File: src/rtl/imem_arbiter_if.sv
`default_nettype none
// ============================================================================
// Module      : imem_arbiter_if
// Description : Bundle of the request/response channels and the memory port
//               handled by imem_arbiter.
//               master : requesters + InstructionMem side (environment)
//               slave  : the arbiter itself
//               Signals:
//                 io_fetch_req_*  / io_fetch_resp_*  fetch valid/ready channels
//                 io_dbg_req_*    / io_dbg_resp_*    debug valid/ready channels
//                 io_mem_addr  arbiter -> InstructionMem.io_addr
//                 io_mem_data  InstructionMem.io_data -> arbiter
//                 io_busy      arbiter not idle
// Revision    : 1.0 - initial release
// ============================================================================
interface imem_arbiter_if #(
    parameter int ADDR_W = 10,
    parameter int DATA_W = 32
);
    logic              io_fetch_req_valid;
    logic              io_fetch_req_ready;
    logic [ADDR_W-1:0] io_fetch_req_bits_addr;
    logic              io_fetch_resp_valid;
    logic              io_fetch_resp_ready;
    logic [DATA_W-1:0] io_fetch_resp_bits_data;

    logic              io_dbg_req_valid;
    logic              io_dbg_req_ready;
    logic [ADDR_W-1:0] io_dbg_req_bits_addr;
    logic              io_dbg_resp_valid;
    logic              io_dbg_resp_ready;
    logic [DATA_W-1:0] io_dbg_resp_bits_data;

    logic [ADDR_W-1:0] io_mem_addr;
    logic [DATA_W-1:0] io_mem_data;
    logic              io_busy;

    modport master (
        output io_fetch_req_valid, io_fetch_req_bits_addr, io_fetch_resp_ready,
        output io_dbg_req_valid, io_dbg_req_bits_addr, io_dbg_resp_ready,
        output io_mem_data,
        input  io_fetch_req_ready, io_fetch_resp_valid, io_fetch_resp_bits_data,
        input  io_dbg_req_ready, io_dbg_resp_valid, io_dbg_resp_bits_data,
        input  io_mem_addr, io_busy
    );

    modport slave (
        input  io_fetch_req_valid, io_fetch_req_bits_addr, io_fetch_resp_ready,
        input  io_dbg_req_valid, io_dbg_req_bits_addr, io_dbg_resp_ready,
        input  io_mem_data,
        output io_fetch_req_ready, io_fetch_resp_valid, io_fetch_resp_bits_data,
        output io_dbg_req_ready, io_dbg_resp_valid, io_dbg_resp_bits_data,
        output io_mem_addr, io_busy
    );
endinterface
`default_nettype wire

File: src/rtl/imem_arbiter.sv
`default_nettype none
// ============================================================================
// Module      : imem_arbiter
// Description : Read arbiter/sequencer sharing the single combinational-read
//               InstructionMem port between instruction fetch and a debug
//               requester. One transaction in flight; fetch has priority,
//               a bounded-wait counter lets debug through after MAX_WAIT
//               refused cycles.
//               Ports:
//                 clk   rising-edge clock
//                 reset synchronous, active-high
//                 bus   imem_arbiter_if.slave (request/response channels,
//                       memory address/data, busy flag)
// Revision    : 1.0 - initial release
// ============================================================================
module imem_arbiter #(
    parameter int ADDR_W   = 10,
    parameter int DATA_W   = 32,
    parameter int MAX_WAIT = 8
) (
    input  wire logic     clk,
    input  wire logic     reset,
    imem_arbiter_if.slave bus
);

    localparam logic [7:0] c_MAX_WAIT = 8'(MAX_WAIT);

    typedef enum logic [1:0] {
        ST_IDLE  = 2'd0,
        ST_ISSUE = 2'd1,
        ST_RESP  = 2'd2
    } state_t;

    state_t            r_state;
    state_t            w_state_nxt;
    logic [ADDR_W-1:0] r_addr;
    logic              r_owner;      // 0 = fetch, 1 = debug
    logic [DATA_W-1:0] r_data;
    logic [7:0]        r_wait_cnt;

    logic w_resp_done;
    logic w_grant_ok;
    logic w_dbg_prio;
    logic w_grant_dbg;
    logic w_grant_fetch;
    logic w_handshake;

    // Arbitration. A new request is only taken when the port is free:
    // in IDLE, or in the same cycle the current owner drains its response.
    always_comb begin
        w_resp_done   = 1'b0;
        w_grant_ok    = 1'b0;
        w_dbg_prio    = 1'b0;
        w_grant_dbg   = 1'b0;
        w_grant_fetch = 1'b0;
        w_handshake   = 1'b0;

        w_resp_done   = (r_state == ST_RESP) &&
                        (r_owner ? bus.io_dbg_resp_ready : bus.io_fetch_resp_ready);
        w_grant_ok    = (r_state == ST_IDLE) || w_resp_done;
        w_dbg_prio    = (r_wait_cnt >= c_MAX_WAIT);
        w_grant_dbg   = w_grant_ok && bus.io_dbg_req_valid &&
                        (w_dbg_prio || !bus.io_fetch_req_valid);
        w_grant_fetch = w_grant_ok && bus.io_fetch_req_valid &&
                        !(w_dbg_prio && bus.io_dbg_req_valid);
        w_handshake   = w_grant_dbg || w_grant_fetch;
    end

    always_comb begin
        w_state_nxt = r_state;
        case (r_state)
            ST_IDLE:  if (w_handshake) w_state_nxt = ST_ISSUE;
            ST_ISSUE: w_state_nxt = ST_RESP;
            ST_RESP: begin
                if (w_resp_done) begin
                    w_state_nxt = w_handshake ? ST_ISSUE : ST_IDLE;
                end
            end
            default:  w_state_nxt = ST_IDLE;
        endcase
    end

    always_ff @(posedge clk) begin
        if (reset) begin
            r_state    <= ST_IDLE;
            r_addr     <= '0;
            r_owner    <= 1'b0;
            r_data     <= '0;
            r_wait_cnt <= 8'd0;
        end else begin
            r_state <= w_state_nxt;

            if (w_handshake) begin
                r_addr  <= w_grant_dbg ? bus.io_dbg_req_bits_addr
                                       : bus.io_fetch_req_bits_addr;
                r_owner <= w_grant_dbg;
            end

            // Memory read is combinational: data is valid while ISSUE
            // presents the address.
            if (r_state == ST_ISSUE) begin
                r_data <= bus.io_mem_data;
            end

            // Counts every refused debug cycle, including while the port is
            // busy or stalled on backpressure; saturates at 255.
            if (w_grant_dbg) begin
                r_wait_cnt <= 8'd0;
            end else if (bus.io_dbg_req_valid && (r_wait_cnt != 8'hFF)) begin
                r_wait_cnt <= r_wait_cnt + 8'd1;
            end
        end
    end

    assign bus.io_fetch_req_ready      = w_grant_fetch;
    assign bus.io_dbg_req_ready        = w_grant_dbg;
    assign bus.io_fetch_resp_valid     = (r_state == ST_RESP) && !r_owner;
    assign bus.io_dbg_resp_valid       = (r_state == ST_RESP) &&  r_owner;
    assign bus.io_fetch_resp_bits_data = r_data;
    assign bus.io_dbg_resp_bits_data   = r_data;
    assign bus.io_mem_addr             = r_addr;
    assign bus.io_busy                 = (r_state != ST_IDLE);

endmodule
`default_nettype wire

File: src/flat_wrapper.sv
// flat-port wrapper written by rule: the top's interface ports become plain ports
module imem_arbiter_flat 
#(
    parameter int ADDR_W   = 10,
    parameter int DATA_W   = 32,
    parameter int MAX_WAIT = 8
)
  (clk, reset, bus_io_fetch_req_valid, bus_io_fetch_req_bits_addr, bus_io_fetch_resp_ready, bus_io_dbg_req_valid, bus_io_dbg_req_bits_addr, bus_io_dbg_resp_ready, bus_io_mem_data, bus_io_fetch_req_ready, bus_io_fetch_resp_valid, bus_io_fetch_resp_bits_data, bus_io_dbg_req_ready, bus_io_dbg_resp_valid, bus_io_dbg_resp_bits_data, bus_io_mem_addr, bus_io_busy);
  imem_arbiter_if #(.ADDR_W(ADDR_W), .DATA_W(DATA_W)) bus_i ();
  input  wire logic clk;
  input  wire logic reset;
  input wire logic [$bits(bus_i.io_fetch_req_valid)-1:0] bus_io_fetch_req_valid;
  input wire logic [$bits(bus_i.io_fetch_req_bits_addr)-1:0] bus_io_fetch_req_bits_addr;
  input wire logic [$bits(bus_i.io_fetch_resp_ready)-1:0] bus_io_fetch_resp_ready;
  input wire logic [$bits(bus_i.io_dbg_req_valid)-1:0] bus_io_dbg_req_valid;
  input wire logic [$bits(bus_i.io_dbg_req_bits_addr)-1:0] bus_io_dbg_req_bits_addr;
  input wire logic [$bits(bus_i.io_dbg_resp_ready)-1:0] bus_io_dbg_resp_ready;
  input wire logic [$bits(bus_i.io_mem_data)-1:0] bus_io_mem_data;
  output wire logic [$bits(bus_i.io_fetch_req_ready)-1:0] bus_io_fetch_req_ready;
  output wire logic [$bits(bus_i.io_fetch_resp_valid)-1:0] bus_io_fetch_resp_valid;
  output wire logic [$bits(bus_i.io_fetch_resp_bits_data)-1:0] bus_io_fetch_resp_bits_data;
  output wire logic [$bits(bus_i.io_dbg_req_ready)-1:0] bus_io_dbg_req_ready;
  output wire logic [$bits(bus_i.io_dbg_resp_valid)-1:0] bus_io_dbg_resp_valid;
  output wire logic [$bits(bus_i.io_dbg_resp_bits_data)-1:0] bus_io_dbg_resp_bits_data;
  output wire logic [$bits(bus_i.io_mem_addr)-1:0] bus_io_mem_addr;
  output wire logic [$bits(bus_i.io_busy)-1:0] bus_io_busy;
  assign bus_i.io_fetch_req_valid = bus_io_fetch_req_valid;
  assign bus_i.io_fetch_req_bits_addr = bus_io_fetch_req_bits_addr;
  assign bus_i.io_fetch_resp_ready = bus_io_fetch_resp_ready;
  assign bus_i.io_dbg_req_valid = bus_io_dbg_req_valid;
  assign bus_i.io_dbg_req_bits_addr = bus_io_dbg_req_bits_addr;
  assign bus_i.io_dbg_resp_ready = bus_io_dbg_resp_ready;
  assign bus_i.io_mem_data = bus_io_mem_data;
  assign bus_io_fetch_req_ready = bus_i.io_fetch_req_ready;
  assign bus_io_fetch_resp_valid = bus_i.io_fetch_resp_valid;
  assign bus_io_fetch_resp_bits_data = bus_i.io_fetch_resp_bits_data;
  assign bus_io_dbg_req_ready = bus_i.io_dbg_req_ready;
  assign bus_io_dbg_resp_valid = bus_i.io_dbg_resp_valid;
  assign bus_io_dbg_resp_bits_data = bus_i.io_dbg_resp_bits_data;
  assign bus_io_mem_addr = bus_i.io_mem_addr;
  assign bus_io_busy = bus_i.io_busy;
  imem_arbiter #(.ADDR_W(ADDR_W), .DATA_W(DATA_W), .MAX_WAIT(MAX_WAIT)) u_core (.clk(clk), .reset(reset), .bus(bus_i));
endmodule
File: config.mk
export PLATFORM = sky130hd
export DESIGN_NAME = imem_arbiter_flat
export DESIGN_NICKNAME = d
export VERILOG_FILES = /design/src/rtl/imem_arbiter_if.sv /design/src/rtl/imem_arbiter.sv /design/src/flat_wrapper.sv
export SDC_FILE = /design/constraint.sdc
export NUM_CORES = 1
export LEC_CHECK = 0
export ABC_AREA = 0
export CAP_MARGIN = 10
export CELL_PAD_IN_SITES_DETAIL_PLACEMENT = 1
export CELL_PAD_IN_SITES_GLOBAL_PLACEMENT = 1
export CORE_MARGIN = 2
export CORE_UTILIZATION = 26
export CTS_CLUSTER_DIAMETER = 150
export DETAILED_ROUTE_END_ITERATION = 12
export PLACE_DENSITY = 0.81
export SLEW_MARGIN = 25
export SYNTH_ARGS = -nofsm -noshare
export SYNTH_HDL_FRONTEND = slang
export SYNTH_SLANG_ARGS = --single-unit
File: constraint.sdc
create_clock -name clk -period 1.6 [get_ports clk]
set_input_delay 0.16 -clock clk [delete_from_list [all_inputs] [get_ports clk]]
set_output_delay 0.16 -clock clk [all_outputs]
set_load 0.01 [all_outputs]
==> results.toml, run 1 <==
[floorplanning]
rows = 35
initial_core_util = 0.265
die_w_um = 100
die_h_um = 100
core_um2 = 9110
die_area_um2 = 10100
ios = 137

[placement]
dpl.hpwl_mm = 5.80
placed_cells = 513
port_buffers = 136
placedInstanceArea_um2 = 3770
routabilityCongestion = 0.756

[global_routing]
grt_pass1_vias = 2558
grt_use_total = 0.153
gr-total-overflow = 0
grt_max_degree = 36
grt_pass1_wl_mm = 12.4
antenna_found_initial = 0

[sta]
fin_ws_ps = -23.0
report.final.slew_viol_count = 0
hold_viol = 0
fin_crit_sh = 1.01
finalHoldWorstSlack_ps = 220
worst_pin_slew_ps = 393
tns_ps = -23.6
slew_headroom = 0.738
fmax_mhz = 616
finClkSkew_ps = 7.63
final_period_minus_worst_setup_slack_ps = 1620
setup_viol = 2
rsz0062_at_grt = "true"

[finish]
layout-drive-gt1-share = 0.132
diodes = 0
utilization = 0.443
n_fill_cell = 1081
fin_area_um2 = 4030
seq_area_um2 = 1070
multi_input_area_um2 = 1020
syn2layout_area_growth_pct = 67.2
final_cells = 528
nets = 476

[clock_tree]
cts_buffers = 5
cts-hold-fix-buffers = 0
htreeDepth = 2
cts.sinks = 53
cts_tree = "done"
clkLatencyLatePin_ps = 310
cts-root-buf = "clkbuf_8"
cts_buffer_depth = 2
clkTransAtPathRegs_ps = 100

[synthesis]
synth_top_cells_by_count = "77 x nand2_1, 53 x dfxtp_1, 34 x a21oi_1, 34 x buf_4"
synth-edff-count = 0
postSynthCellCount = 297
ys.flop_type = "dfxtp_1"
synth_xor_area_frac = 0.0182
synth.top_cell.area_share = 0.440
synth_compound_area_frac = 0.146
syn-cell-area_um2 = 2410
yosysMostFrequentCell = "nand2_1"
synth_top_family_by_area = "simple AND/OR/NAND/NOR gates"
synth_area_leaders = "dfxtp_1 44%, nand2_1 12%, buf_4 11%"
yosysWarnings = 0
syn-num-nets = 357
yosys.cell_types.count = 39
ys_async_sr_fraction = 0
synth_fa_ha_area_frac = 0.0104
synth.yosys.seq_area_share = 0.440
synth-simple-area-share = 0.212
yosys.area.top_type = "dfxtp_1"
synth_mux_area_frac = 0.0140
syn_area_per_cell_um2 = 8.12
synth_seq_cells = 53

[critical_path]
path_max_fanout = 5
setup.worst_path.end_class = "flip-flop"
timing.rr.start = "u_core.r_owner"
r2r-end = "u_core.bus.io_mem_addr[9]"
worstRegToRegCells = 7
rrSetupSlack_ps = -20
start_kind = "flip-flop"
critPathArrivalTime_ps = 1850
path_class = "flip-flop to flip-flop"
crit_required_ps = 1830

[routing]
wl_per_cell_um = 15.3
via_per_inst = 4.64
vias = 2452
ant_nets = 0
drc = 0
drtIter0Drc = 41
dr.pass1.iters = 4
routed_wl_mm = 8.08

[pwr]
p_leak_nw = 1.49
p_per_area_nw_per_um2 = 816
peakVddDrop_v = 0.000353

[min_path]
min_from = "reset"
hold_end = "u_core.r_wait_cnt[0]"
hold_path.class = "input pin to flip-flop"
hold_depth = 2

[job]
cap_violations = 0

[status]
failed_checks = "setup timing"
status = "finished, violations left"
==> state kept, by name, summed over array words and instances (netlist names) <==
signal                            cells
u_core.bus.io_dbg_resp_bits_data     32
u_core.bus.io_mem_addr               10
u_core.r_owner                        1
u_core.r_state                        2
u_core.r_wait_cnt                     8
==> repair_timing <==
item                                    CTS  global route
endpoints found under the hold margin     0             0
pin swaps                                 5             5
setup buffers                             3             2
gates cloned                              0             3
resized for setup                        17            10
endpoints found under the setup margin    5            15
==> cells by family (layout without fill, tap and decap cells) <==
| family | after synthesis | count (layout) |
|---|---|---|
| multiplexers | 3 | 3 |
| XOR/XNOR | 5 | 5 |
| AND/OR/NAND/NOR | 114 | 114 |
| adder cells (fa/ha/maj) | 2 | 2 |
| flip-flops | 53 | 53 |
| AO/OA/AOI/OAI | 54 | 54 |
| buffers and inverters | 66 | 186 |
==> metrics by stage <==
step / worst slack [ps] / power, mW
final: -23.0 / 3.29
after global placement: -284 / 2.31
after floorplan: 169 / 1.86
after CTS: -1.84 / 3.30
after global routing: -95.9 / 3.48
after detailed placement: -310 / 2.33
==> critical path, cell delays in order, from the launching register on <==
cell and delay, ps:
dfxtp_4 370, mux2i_4 180, buf_4 150, a2111oi_4 310, buf_6 200, clkbuf_16 150
nand2_1 60, o221ai_1 150
==> final cells by class <==
cell class                      instances  share of cell area
Multi-Input combinational cell        178               0.253
Clock inverter                          3              0.0109
Inverter                               15              0.0140
Clock buffer                            5              0.0171
Sequential cell                        53               0.265
Tap cell                              111              0.0345
Timing Repair Buffer                  163               0.406
==> worst max-delay path by stage <==
stage                                 start                   endpoint  depth (start not counted)
floorplan                    u_core.r_owner  u_core.bus.io_mem_addr[0]                          5
global placement    bus_io_fetch_resp_ready     bus_io_fetch_req_ready                          5
detailed placement    bus_io_dbg_resp_ready     bus_io_fetch_req_ready                          5
CTS                          u_core.r_owner     bus_io_fetch_req_ready                          5
global route           u_core.r_wait_cnt[3]       bus_io_dbg_req_ready                          5
finish                       u_core.r_owner  u_core.bus.io_mem_addr[9]                          7
==> per-layer routing <==
layer  GRT usage  routed length, µm
met1       0.164               3260
met2       0.302               4260
met3      0.0355                518
met4      0.0348                 46
met5           0                  0
==> report_power, final <==
part,switching (mW),total (mW),internal [mW]
sequential,0.0639,1.47,1.41
combinational,0.376,0.890,0.515
clock,0.458,0.928,0.470
total,0.897,3.29,2.39
==> placed cells by master (no fill, tap or decap), drive strengths merged, types with 2 or more instances in the layout <==
cell           synthesis  routed
nand2                 77      77
a211oi                 2       2
inv                   15      16
ha                     2       2
nand4                 12      12
nor2                   2       2
a21oi                 34      34
xor2                   4       4
o221ai                10      10
dfxtp                 53      53
or2                    2       2
dlygate4sd2            0       3
nor3                   8       8
clkbuf                14       7
buf                   37      27
mux2i                  3       3
nand3                  2       2
clkdlybuf4s50          0     130
and3                   3       3
Note: power is estimated with default switching activity, not from simulation.
==> run 2: changes to the inputs <==
CORE_MARGIN = 5   (was 2)
==> run 2 against run 1 <==
The run still ends with setup timing left. Sequential share of layout area fell by 0.63 points. Flip-flop and latch count did not move. Combinational power rose by 4.4%. Clock power rose by 2.8%. Design area rose by 2.2%. Critical path depth did not move. Via count rose by 0.94%. Global-route usage fell by 0.73 points. Largest cell class unchanged.
==> results.toml, run 2 (synthesis gave the netlist of run 1 again) <==
[critical_path]
cp_cell_sequence = "mux2i_4 -> buf_6 -> a2111oi_4 -> buf_4 -> buf_12 -> nand2_2 -> o221ai_2"
path_max_fanout = 6
crit_required_ps = 1820
crit_path_max_incr_delay_ps = 370
path_class = "flip-flop to flip-flop"
worstRegToRegCells = 7
setup.worst_path.end_class = "flip-flop"
timing.rr.start = "u_core.r_owner"
critPathSlowestCell = "dfxtp_4"
r2r-end = "u_core.bus.io_mem_addr[7]"
rrSetupSlack_ps = -30
critPathArrivalTime_ps = 1850
start_kind = "flip-flop"

[pwr]
peakVddDrop_v = 0.000482
p_leak_nw = 1.52
p_per_area_nw_per_um2 = 815

[finish]
largest_reg_flops = 32
layout-drive-gt1-share = 0.163
layout_commonest_cell = "clkdlybuf4s50_1"
nets = 477
syn2layout_area_growth_pct = 70.9
n_fill_cell = 1073
final_cell_mix = "130 x clkdlybuf4s50_1, 70 x nand2_1, 51 x dfxtp_1, 33 x a21oi_1, 21 x buf_4"
diodes = 0

[clock_tree]
cts-hold-fix-buffers = 0
cts_tree = "done"
clkTransAtPathRegs_ps = 100
cts-root-buf = "clkbuf_8"
cts_buffers = 5
htreeDepth = 2
clkLatencyLatePin_ps = 300
cts_buffer_depth = 2
cts.sinks = 53

[sta]
report.final.slew_viol_count = 0
slew_headroom = 0.752
finalHoldWorstSlack_ps = 219
finClkSkew_ps = 13.4
setup_viol = 8
fin_crit_sh = 1.02
rsz0062_at_grt = "true"
final_period_minus_worst_setup_slack_ps = 1630
hold_viol = 0
worst_pin_slew_ps = 372
fin_ws_ps = -30.5
fmax_mhz = 613
tns_ps = -141

[routing]
drtIter0Drc = 27
routed_wl_mm = 8.41
routed-wl-met2_mm = 4.56
maxUsedRoutingLayer = "met4"
wl_per_cell_um = 15.9
vias = 2475
dr.pass1.iters = 4
wl_met1_mm = 3.17
ant_nets = 0
drc = 0
via_per_inst = 4.68
dr_wl_met3_um = 641

[min_path]
hold_depth = 2
hold_end = "u_core.r_wait_cnt[0]"
hold_path.class = "input pin to flip-flop"
min_from = "reset"

[global_routing]
grt_max_degree = 36
grt_pass1_wl_mm = 13.3
grt_pass1_vias = 2660
antenna_found_initial = 0
gr-total-overflow = 0
grt_use_total = 0.146

[status]
status = "finished, violations left"
failed_checks = "setup timing"

[floorplanning]
die_area_um2 = 11300
core_um2 = 9150
die_w_um = 106
ios = 137
rows = 35
die_h_um = 106
initial_core_util = 0.263

[placement]
dpl.hpwl_mm = 6.28
port_buffers = 136
routabilityCongestion = 0.701

[job]
cap_violations = 0
run 2: changes by cell type in the layout (fill, tap and decap cells not counted), sizes merged:
cell	delta
clkbuf	-1
buf	+4
dlygate4sd2	-1
clkinvlp	+1
inv	-1
clkinv	-1
run 2: worst max-delay path by stage:
stage / start / to / slack, ps
after detailed placement: bus_io_dbg_resp_ready / bus_io_fetch_req_ready / -390
after global routing: u_core.r_owner / u_core.bus.io_mem_addr[7] / -110
final: u_core.r_owner / u_core.bus.io_mem_addr[7] / -30
after floorplan: u_core.r_owner / u_core.bus.io_mem_addr[0] / 170
after CTS: u_core.r_owner / u_core.bus.io_mem_addr[7] / -100
after global placement: bus_io_fetch_resp_ready / bus_io_fetch_req_ready / -300
run 2: final cells by class:
cell class	count	area (µm²)	share of cell area
timing repair buffer	164	1650	0.399
multi-input combinational	178	1090	0.265
sequential	53	1070	0.259
tap	111	139	0.0337
clock buffer	6	82.6	0.0200
inverter	15	56.3	0.0137
clock inverter	2	37.5	0.00911
run 2: repair_timing:
item                                    4_1_cts  5_1_grt
pin swaps                                    16        7
buffers inserted                              5        0
resized for setup                            25       21
endpoints found under the setup margin       11       17
gates cloned                                  3        0
run 2: stage by stage:
step / cell area [µm²] / utilization / power (mW) / instances / setup slack (ps)
floorplan: 2410 / - / 1.86 / 297 / 169
global placement: 3770 / 0.412 / 2.31 / 513 / -299
finish: 4120 / 0.450 / 3.36 / 529 / -30.5
CTS: 4040 / 0.442 / 3.38 / 529 / -104
detailed placement: 3770 / 0.412 / 2.34 / 513 / -387
global route: 4120 / 0.450 / 3.51 / 529 / -110
run 2: power breakdown:
group          leakage [nW]  internal, mW  switching (mW)
registers             0.434          1.41          0.0661
logic                  1.02         0.532           0.397
clock network        0.0574         0.509           0.445
total                  1.52          2.45           0.908
run 2: critical path, delay by kind of cell (launching register included):
family | cells | cell delay [ps]
AOI/OAI and AO/OA | 2 | 430
buffers and inverters | 3 | 480
muxes | 1 | 200
DFF | 1 | 370
and+or+nand+nor | 1 | 60
run 2: routing by layer:
layer / vias up / global-route usage
met5: - / 0
met4: 0 / 0.0241
met3: 4 / 0.0461
met2: 93 / 0.295
met1: 1176 / 0.145
li1: 1202 / -
==> run 3: changes to the inputs <==
CORE_ASPECT_RATIO = 1.25   (was unset)
TNS_END_PERCENT = 100   (was unset)
==> run 3 against run 2 <==
The run now ends clean. Critical path depth stayed put. Combinational power down 8.8%. First-iteration DRC count rose by 56%. Total power up 0.35%. Count of clock-buffer cells in the layout unchanged. Design area is 3.3% lower. Clock skew decreased by 6.0 ps. Largest power group unchanged.
==> results.toml, run 3 (synthesis gave the netlist of run 1 again) <==
[routing]
dr.pass1.iters = 3
drtIter0Drc = 42
wl_per_cell_um = 15.2
drc = 0
vias = 2466
via_per_inst = 4.61
routed_wl_mm = 8.13
ant_nets = 0

[floorplanning]
core_um2 = 9130
ios = 137
rows = 39
die_w_um = 96.1
die_h_um = 118
initial_core_util = 0.264
die_area_um2 = 11300

[global_routing]
antenna_found_initial = 0
grt_pass1_wl_mm = 12.5
grt_use_total = 0.139
gr-total-overflow = 0
grt_max_degree = 43
grt_pass1_vias = 2555

[clock_tree]
cts-root-buf = "clkbuf_16"
htreeDepth = 2
clkLatencyLatePin_ps = 290
cts_buffer_depth = 2
cts.sinks = 53
cts-hold-fix-buffers = 0
cts_tree = "done"
clkTransAtPathRegs_ps = 70
cts_buffers = 5

[finish]
layout_commonest_cell = "clkdlybuf4s50_1"
final_cell_mix = "129 x clkdlybuf4s50_1, 77 x nand2_1, 51 x dfxtp_1, 33 x a21oi_1, 18 x buf_4"
syn2layout_area_growth_pct = 65.2
largest_reg_flops = 32
nets = 471
layout-drive-gt1-share = 0.107
diodes = 0
utilization = 0.436
final_cells = 535
n_fill_cell = 1078

[sta]
worst_pin_slew_ps = 461
fmax_mhz = 643
finClkSkew_ps = 7.39
finalHoldWorstSlack_ps = 136
final_period_minus_worst_setup_slack_ps = 1550
setup_viol = 0
report.final.slew_viol_count = 0
fin_crit_sh = 0.972
hold_viol = 0
fin_ws_ps = 45.2
slew_headroom = 0.693

[critical_path]
r2r-end = "u_core.bus.io_mem_addr[8]"
start_kind = "flip-flop"
path_depth = 7
rrSetupSlack_ps = 50
crit_required_ps = 1820
path_buf_inv = 3
crit_path_max_incr_delay_ps = 330
cp_cell_sequence = "mux2i_2 -> buf_4 -> a2111oi_4 -> buf_4 -> buf_12 -> nand2_1 -> o221ai_2"
critPathTopFamily = "buffers and inverters"
setup.worst_path.end_class = "flip-flop"
cp-startpoint = "u_core.r_owner"
timing.rr.start = "u_core.r_owner"
crit_top_cell = "buf_4"
path_max_fanout = 11
worstRegToRegCells = 7
critPathArrivalTime_ps = 1770
cp-endpoint = "u_core.bus.io_mem_addr[8]"
path_class = "flip-flop to flip-flop"
critPathSlowestCell = "dfxtp_2"

[pwr]
clkPwrFrac = 0.313
seqPwrFrac = 0.436
cell_internal_pwr_mw = 2.47
p_leak_nw = 1.47
peakVddDrop_v = 0.000462
p_per_area_nw_per_um2 = 846
p_comb_frac = 0.252
switching_share = 0.267
switchingPower_uw = 900

[placement]
dpl.hpwl_mm = 6.14
placed_cells = 523
port_buffers = 136
dp_slack_ps = -280
routabilityCongestion = 0.769

[job]
cap_violations = 0

[min_path]
hold_path.class = "input pin to flip-flop"

[status]
status = "completed"
[run 3: repair_timing]
item                                    4_1_cts  5_1_grt
setup buffers                                 1        2
hold endpoints to repair                      0        0
pin swaps                                     1        4
cloned                                        0        1
endpoints found under the setup margin        6       13
resized for setup                            11        9
[run 3: layer usage]
layer  GRT usage  routed length [µm]  vias up
met2       0.270                4450       92
met3      0.0467                 659        9
met4      0.0400                  76        0
met1       0.132                2940     1176
met5           0                   0        -
li1            -                   -     1189
[run 3: worst min path at each step]
stage / start / end / cells past startpoint
after floorplan: bus_io_mem_data[0] / u_core.bus.io_dbg_resp_bits_data[0] / 2
after global placement: reset / u_core.r_state[1] / 2
after detailed placement: reset / u_core.r_state[1] / 2
after CTS: reset / u_core.r_state[1] / 2
after global routing: reset / u_core.r_state[1] / 2
final: reset / u_core.r_state[1] / 2
[run 3: power groups by stage]
| stage | sequential (mW) | clock (mW) | combinational (mW) |
|---|---|---|---|
| floorplan | 1.53 | 0 | 0.336 |
| global placement | 1.49 | 0 | 0.814 |
| detailed placement | 1.50 | 0 | 0.834 |
| CTS | 1.47 | 1.11 | 0.835 |
| global route | 1.48 | 1.16 | 0.915 |
| finish | 1.47 | 1.05 | 0.847 |
[run 3: area by class of cell]
| cell class | instances | area, µm² | share of cell area |
|---|---|---|---|
| Tap cell | 123 | 154 | 0.0386 |
| Clock inverter | 2 | 10.0 | 0.00251 |
| Sequential cell | 53 | 1060 | 0.267 |
| Timing Repair Buffer | 158 | 1570 | 0.395 |
| Multi-Input combinational cell | 178 | 998 | 0.251 |
| Clock buffer | 6 | 129 | 0.0324 |
| Inverter | 15 | 56.3 | 0.0141 |
[run 3: per-stage QoR]
stage | power, mW | TNS, ps | area (µm²)
finish | 3.37 | 0 | 3980
global route | 3.56 | -397 | 3980
CTS | 3.41 | 0 | 3920
detailed placement | 2.33 | -2480 | 3770
global placement | 2.31 | -1720 | 3770
floorplan | 1.86 | 0 | 2410
